**src/rtl/pc_update.sv**
```systemverilog
// pc_update: single-issue fetch/issue/resolve PC sequencer.
// Ports: clk, rst_n (sync, active-low), imem_* fetch port,
//   instr_* decode handshake, resolve_valid/branch_* from execute,
//   pc, trap, retire_cnt status. Optional macro PC_UPDATE_TRAP_EN.
module pc_update #(
  parameter logic [31:0] RESET_PC = 32'h0000_0000,
  parameter logic [31:0] TRAP_PC  = 32'h0000_0100
) (
  input  logic        clk,
  input  logic        rst_n,
  output logic        imem_req,
  output logic [31:0] imem_addr,
  input  logic        imem_ack,
  input  logic [31:0] imem_rdata,
  output logic        instr_valid,
  output logic [31:0] instr,
  output logic [31:0] instr_pc,
  input  logic        instr_ready,
  input  logic        resolve_valid,
  input  logic        branch_taken,
  input  logic [31:0] branch_target,
  output logic [31:0] pc,
  output logic        trap,
  output logic [31:0] retire_cnt
);

  localparam logic [1:0] FETCH   = 2'd0;
  localparam logic [1:0] ISSUE   = 2'd1;
  localparam logic [1:0] RESOLVE = 2'd2;

  logic [1:0]  state_q, state_d;
  logic [31:0] pc_q, pc_d;
  logic [31:0] instr_q, instr_d;
  logic [31:0] ipc_q, ipc_d;
  logic [31:0] cnt_q, cnt_d;
  logic        req_q, req_d;
  logic        trap_q, trap_d;
  logic [31:0] tgt_addr;

  // Sign-magnitude target folded to a positive, word-aligned
  // address; negative zero lands on 0.
  assign tgt_addr = {1'b0, branch_target[30:2], 2'b00};

`ifdef PC_UPDATE_TRAP_EN
  logic tgt_bad;
  assign tgt_bad = (branch_target[31] && (|branch_target[30:0]))
                 || (|branch_target[1:0]);
`endif

  always_comb begin
    state_d = state_q;
    pc_d    = pc_q;
    instr_d = instr_q;
    ipc_d   = ipc_q;
    cnt_d   = cnt_q;
    trap_d  = 1'b0;
    case (state_q)
      FETCH: begin
        // req_q gates the ack so the dead cycle after reset
        // cannot accept a stray acknowledge.
        if (req_q && imem_ack) begin
          instr_d = imem_rdata;
          ipc_d   = pc_q;
          state_d = ISSUE;
        end
      end
      ISSUE: begin
        if (instr_ready) state_d = RESOLVE;
      end
      RESOLVE: begin
        if (resolve_valid) begin
          cnt_d   = cnt_q + 32'd1;
          state_d = FETCH;
          if (!branch_taken) begin
            pc_d = pc_q + 32'd4;
          end else begin
`ifdef PC_UPDATE_TRAP_EN
            if (tgt_bad) begin
              pc_d   = TRAP_PC;
              trap_d = 1'b1;
            end else begin
              pc_d = tgt_addr;
            end
`else
            pc_d = tgt_addr;
`endif
          end
        end
      end
      default: state_d = FETCH;
    endcase
    // Registered request: low the cycle after reset or ack,
    // high the cycle after resolve.
    req_d = (state_d == FETCH);
  end

  always_ff @(posedge clk) begin
    if (!rst_n) begin
      state_q <= FETCH;
      pc_q    <= RESET_PC;
      instr_q <= 32'd0;
      ipc_q   <= 32'd0;
      cnt_q   <= 32'd0;
      req_q   <= 1'b0;
      trap_q  <= 1'b0;
    end else begin
      state_q <= state_d;
      pc_q    <= pc_d;
      instr_q <= instr_d;
      ipc_q   <= ipc_d;
      cnt_q   <= cnt_d;
      req_q   <= req_d;
      trap_q  <= trap_d;
    end
  end

  assign imem_req    = req_q;
  assign imem_addr   = pc_q;
  assign instr_valid = (state_q == ISSUE);
  assign instr       = instr_q;
  assign instr_pc    = ipc_q;
  assign pc          = pc_q;
  assign trap        = trap_q;
  assign retire_cnt  = cnt_q;

endmodule
```
**config.mk**
```make
export PLATFORM = sky130hd
export DESIGN_NAME = pc_update
export DESIGN_NICKNAME = d
export VERILOG_FILES = /design/src/rtl/pc_update.sv
export SDC_FILE = /design/constraint.sdc
export NUM_CORES = 1
export LEC_CHECK = 0
export CORE_MARGIN = 5
export CORE_UTILIZATION = 45
export DETAILED_ROUTE_END_ITERATION = 10
export GPL_ROUTABILITY_DRIVEN = 0
export GPL_TIMING_DRIVEN = 0
export PLACE_DENSITY_LB_ADDON = 0.3
export RECOVER_POWER = 50
export SYNTH_ARGS = -nofsm -noshare
export SYNTH_HDL_FRONTEND = slang
export SYNTH_SLANG_ARGS = --single-unit
```
**constraint.sdc**
```tcl
create_clock -name clk -period 2.6 [get_ports clk]
set_input_delay 0.39 -clock clk [delete_from_list [all_inputs] [get_ports clk]]
set_output_delay 0.39 -clock clk [all_outputs]
set_load 0.02 [all_outputs]
```
==> run_summary.xml <==
<?xml version="1.0" encoding="UTF-8"?>
<metrics>
  <group name="placed_design">
    <metric name="numPortBuffers" unit="">221</metric>
    <metric name="place_worst_setup_slack" unit="ns">-0.485</metric>
    <metric name="placed_instance_area" unit="um^2">8650</metric>
    <metric name="dp_hpwl" unit="mm">15.8</metric>
  </group>
  <group name="routing">
    <metric name="routed_via_density" unit="">5.60</metric>
    <metric name="dr.first_iter.drc_count" unit="">573</metric>
    <metric name="route.detailed.wl_per_inst" unit="um">17.7</metric>
    <metric name="drt_first_pass_iters" unit="">5</metric>
    <metric name="detailroute.via_count" unit="">6956</metric>
    <metric name="drt.antenna.violating_nets" unit="">0</metric>
    <metric name="totalWireLength" unit="mm">22.0</metric>
    <metric name="drc" unit="">0</metric>
  </group>
  <group name="clock_network">
    <metric name="tritoncts.num_buffers" unit="">17</metric>
    <metric name="root_buffer_cell" unit="">clkbuf_16</metric>
    <metric name="count_of_h_tree_levels_built_during_cts" unit="">4</metric>
    <metric name="clk-insertion-delay-late" unit="ns">0.42</metric>
    <metric name="cts.hold.buffers_added" unit="">0</metric>
    <metric name="clock_path_buffers" unit="">2</metric>
    <metric name="post_cts_buffers" unit="">0</metric>
    <metric name="clock_tree_from_tritoncts" unit="">yes</metric>
    <metric name="clock_sinks" unit="">127</metric>
    <metric name="clkTransAtPathRegs" unit="ns">0.06</metric>
  </group>
  <group name="critical_path">
    <metric name="worst-endpoint-arrival" unit="ns">2.86</metric>
    <metric name="worst-path-max-fanout" unit="">10</metric>
    <metric name="timing.critical_path.from_type" unit="">primary input</metric>
    <metric name="timing.setup.critical_path_class" unit="">primary input to register</metric>
    <metric name="worstPathRequired" unit="ns">2.95</metric>
    <metric name="cp-end-kind" unit="">register</metric>
    <metric name="r2r_setup_slack" unit="ns">0.12</metric>
  </group>
  <group name="sta">
    <metric name="whs" unit="ns">0.449</metric>
    <metric name="worst_slew_margin_rel" unit="">0.261</metric>
    <metric name="finalHoldViolations" unit="">0</metric>
    <metric name="final.setup.tns" unit="ns">0</metric>
    <metric name="final_setup_skew" unit="ns">0.00820</metric>
    <metric name="worst_slew_pin_slew" unit="ns">1.10</metric>
    <metric name="post-route-period-util" unit="">0.967</metric>
    <metric name="highest_clock_rate" unit="MHz">398</metric>
    <metric name="timing.final.max_slew_violations" unit="">0</metric>
    <metric name="finalSetupViolations" unit="">0</metric>
    <metric name="finalWorstSetupSlack" unit="ns">0.0863</metric>
    <metric name="layout_min_cycle_time" unit="ns">2.51</metric>
  </group>
  <group name="finish">
    <metric name="multi_input_comb_area" unit="um^2">3120</metric>
    <metric name="layout.cells.most_common" unit="">nand2_1</metric>
    <metric name="fillers" unit="">1130</metric>
    <metric name="design.final.nets" unit="">1125</metric>
    <metric name="layout_cell_share_with_drive_strength_beyond_1" unit="">0.0797</metric>
    <metric name="post-route-cell-area" unit="um^2">9270</metric>
    <metric name="syn2layout_area_growth" unit="%">49.6</metric>
    <metric name="layout.cells.most_common_list" unit="">166 x nand2_1, 125 x dfxtp_1, 122 x dlygate4sd3_1</metric>
    <metric name="seq_area" unit="um^2">2540</metric>
    <metric name="antenna-diode-count" unit="">0</metric>
  </group>
  <group name="synthesis">
    <metric name="synth-edff-count" unit="">0</metric>
    <metric name="synth_top_area_frac" unit="">0.411</metric>
    <metric name="yosys_warnings" unit="">0</metric>
    <metric name="ys_seq_elements" unit="">127</metric>
    <metric name="synth_largest_area_cell" unit="">dfxtp_1</metric>
    <metric name="synth.distinct_cells" unit="">55</metric>
    <metric name="post_synth_inst_count" unit="">807</metric>
    <metric name="post_synth_main_area_contributors" unit="">dfxtp_1 41%, nand2_1 10%, a21oi_1 7.6%, buf_4 4.5%, clkbuf_1 3.2%</metric>
    <metric name="synth_area_per_cell" unit="um^2">7.67</metric>
    <metric name="syn-cell-area" unit="um^2">6190</metric>
    <metric name="postSynth.topFlopCell" unit="">dfxtp_1</metric>
    <metric name="ys_seq_area_frac" unit="">0.411</metric>
    <metric name="synth_async_sr_flop_share" unit="">0</metric>
  </group>
  <group name="global_route">
    <metric name="all_layer_gr_usage" unit="">0.265</metric>
    <metric name="first_global_vias" unit="">6658</metric>
    <metric name="grt_antenna_before_repair" unit="">0</metric>
    <metric name="grt_start_max_net_pins" unit="">17</metric>
    <metric name="overflow" unit="">0</metric>
    <metric name="grt_first_pass_wirelength" unit="mm">34.4</metric>
  </group>
  <group name="floorplanning">
    <metric name="fp.dieW" unit="um">127</metric>
    <metric name="initial_utilization" unit="">0.464</metric>
    <metric name="placement_rows" unit="">42</metric>
    <metric name="floorplan.die_area" unit="um^2">16200</metric>
    <metric name="fp.dieH" unit="um">127</metric>
    <metric name="ioPinCount" unit="">233</metric>
    <metric name="floorplan.core_area" unit="um^2">13300</metric>
  </group>
  <group name="hold_path">
    <metric name="min-delay-path-class" unit="">register to register</metric>
  </group>
  <group name="power">
    <metric name="peakVddDrop" unit="V">0.000352</metric>
    <metric name="power.static_leakage" unit="nW">3.59</metric>
    <metric name="power.density" unit="nW/um^2">536</metric>
    <metric name="sum_of_internal_switching_and_leakage_power" unit="mW">4.97</metric>
  </group>
  <group name="run_status">
    <metric name="status" unit="">complete, no violations</metric>
  </group>
  <group name="flow_run">
    <metric name="cap_viol_max_count" unit="">0</metric>
  </group>
</metrics>
## per-layer routing
metal  track usage  routed length, um  share of wire
met4         0.121                816          0.037
met3        0.0772               2190          0.099
met1         0.325               8590           0.39
met5             0                  0              0
met2         0.432              10400           0.47
## layout make-up
class,count,share of cell area
Buffer,97,0.0552
Inverter,14,0.00567
Timing Repair Buffer,221,0.239
Sequential cell,127,0.275
Multi-Input combinational cell,575,0.337
Clock buffer,22,0.0501
Clock inverter,10,0.0147
Tap cell,176,0.0238
## flip-flops by register name, indices dropped and copies added (netlist names)
register,flops
instr,32
retire_cnt,32
imem_addr,30
instr_pc,30
state_q,2
imem_req,1
## what timing repair did
action                     4_1_cts  5_1_grt
pin swaps                        0        0
resized for setup                1        6
setup endpoints to repair        3       22
## where the power goes
part	leakage [nW]	internal (mW)	switching, mW	total, mW
logic	2.28	0.235	0.291	0.526
registers	1.03	1.99	0.0366	2.02
clock network	0.286	1.55	0.866	2.42
total	3.59	3.78	1.19	4.97
## final timing paths
| check | start | to | depth (start not counted) |
|---|---|---|---|
| max reg2reg | state_q[0] | retire_cnt[4] | 6 |
| min | instr[8] | instr[8] | 2 |
| min reg2reg | instr[8] | instr[8] | 2 |
| max | resolve_valid | retire_cnt[4] | 7 |
## kinds of logic after synthesis
family / Yosys count / share of synthesized area
AO/OA/AOI/OAI: 173 / 0.167
XOR/XNOR: 7 / 0.00990
adder cells (fa/ha/maj): 2 / 0.00404
buffers and inverters: 111 / 0.0907
flip-flops: 127 / 0.411
multiplexers: 15 / 0.0242
other: 1 / 0.000606
AND/OR/NAND/NOR: 371 / 0.293
## per-stage QoR
stage,instances,utilization
6_report,1242,0.694
5_1_grt,1242,0.694
4_1_cts,1242,0.693
3_5_place_dp,1210,0.648
3_3_place_gp,1210,0.648
2_1_floorplan,813,-
## critical path: stages
cell and delay [ns]:
clkdlybuf4s50_1 0.46, nand3b_1 0.31, clkbuf_1 0.46, clkbuf_2 0.36, clkbuf_1 0.51, o21ai_0 0.20, a21oi_1 0.16
## Yosys cell counts, types with 13 or more instances
library cell / number
a21oi_1: 94
a31oi_1: 15
buf_4: 37
clkbuf_1: 52
dfxtp_1: 127
inv_1: 14
mux2i_1: 15
nand2_1: 166
nand2b_1: 18
nand3_1: 33
nand4_1: 25
nor2_1: 31
nor3_1: 26
nor4_1: 13
o21ai_0: 21
or3_1: 16
or4_1: 13
(Power assumes the default switching activity.)
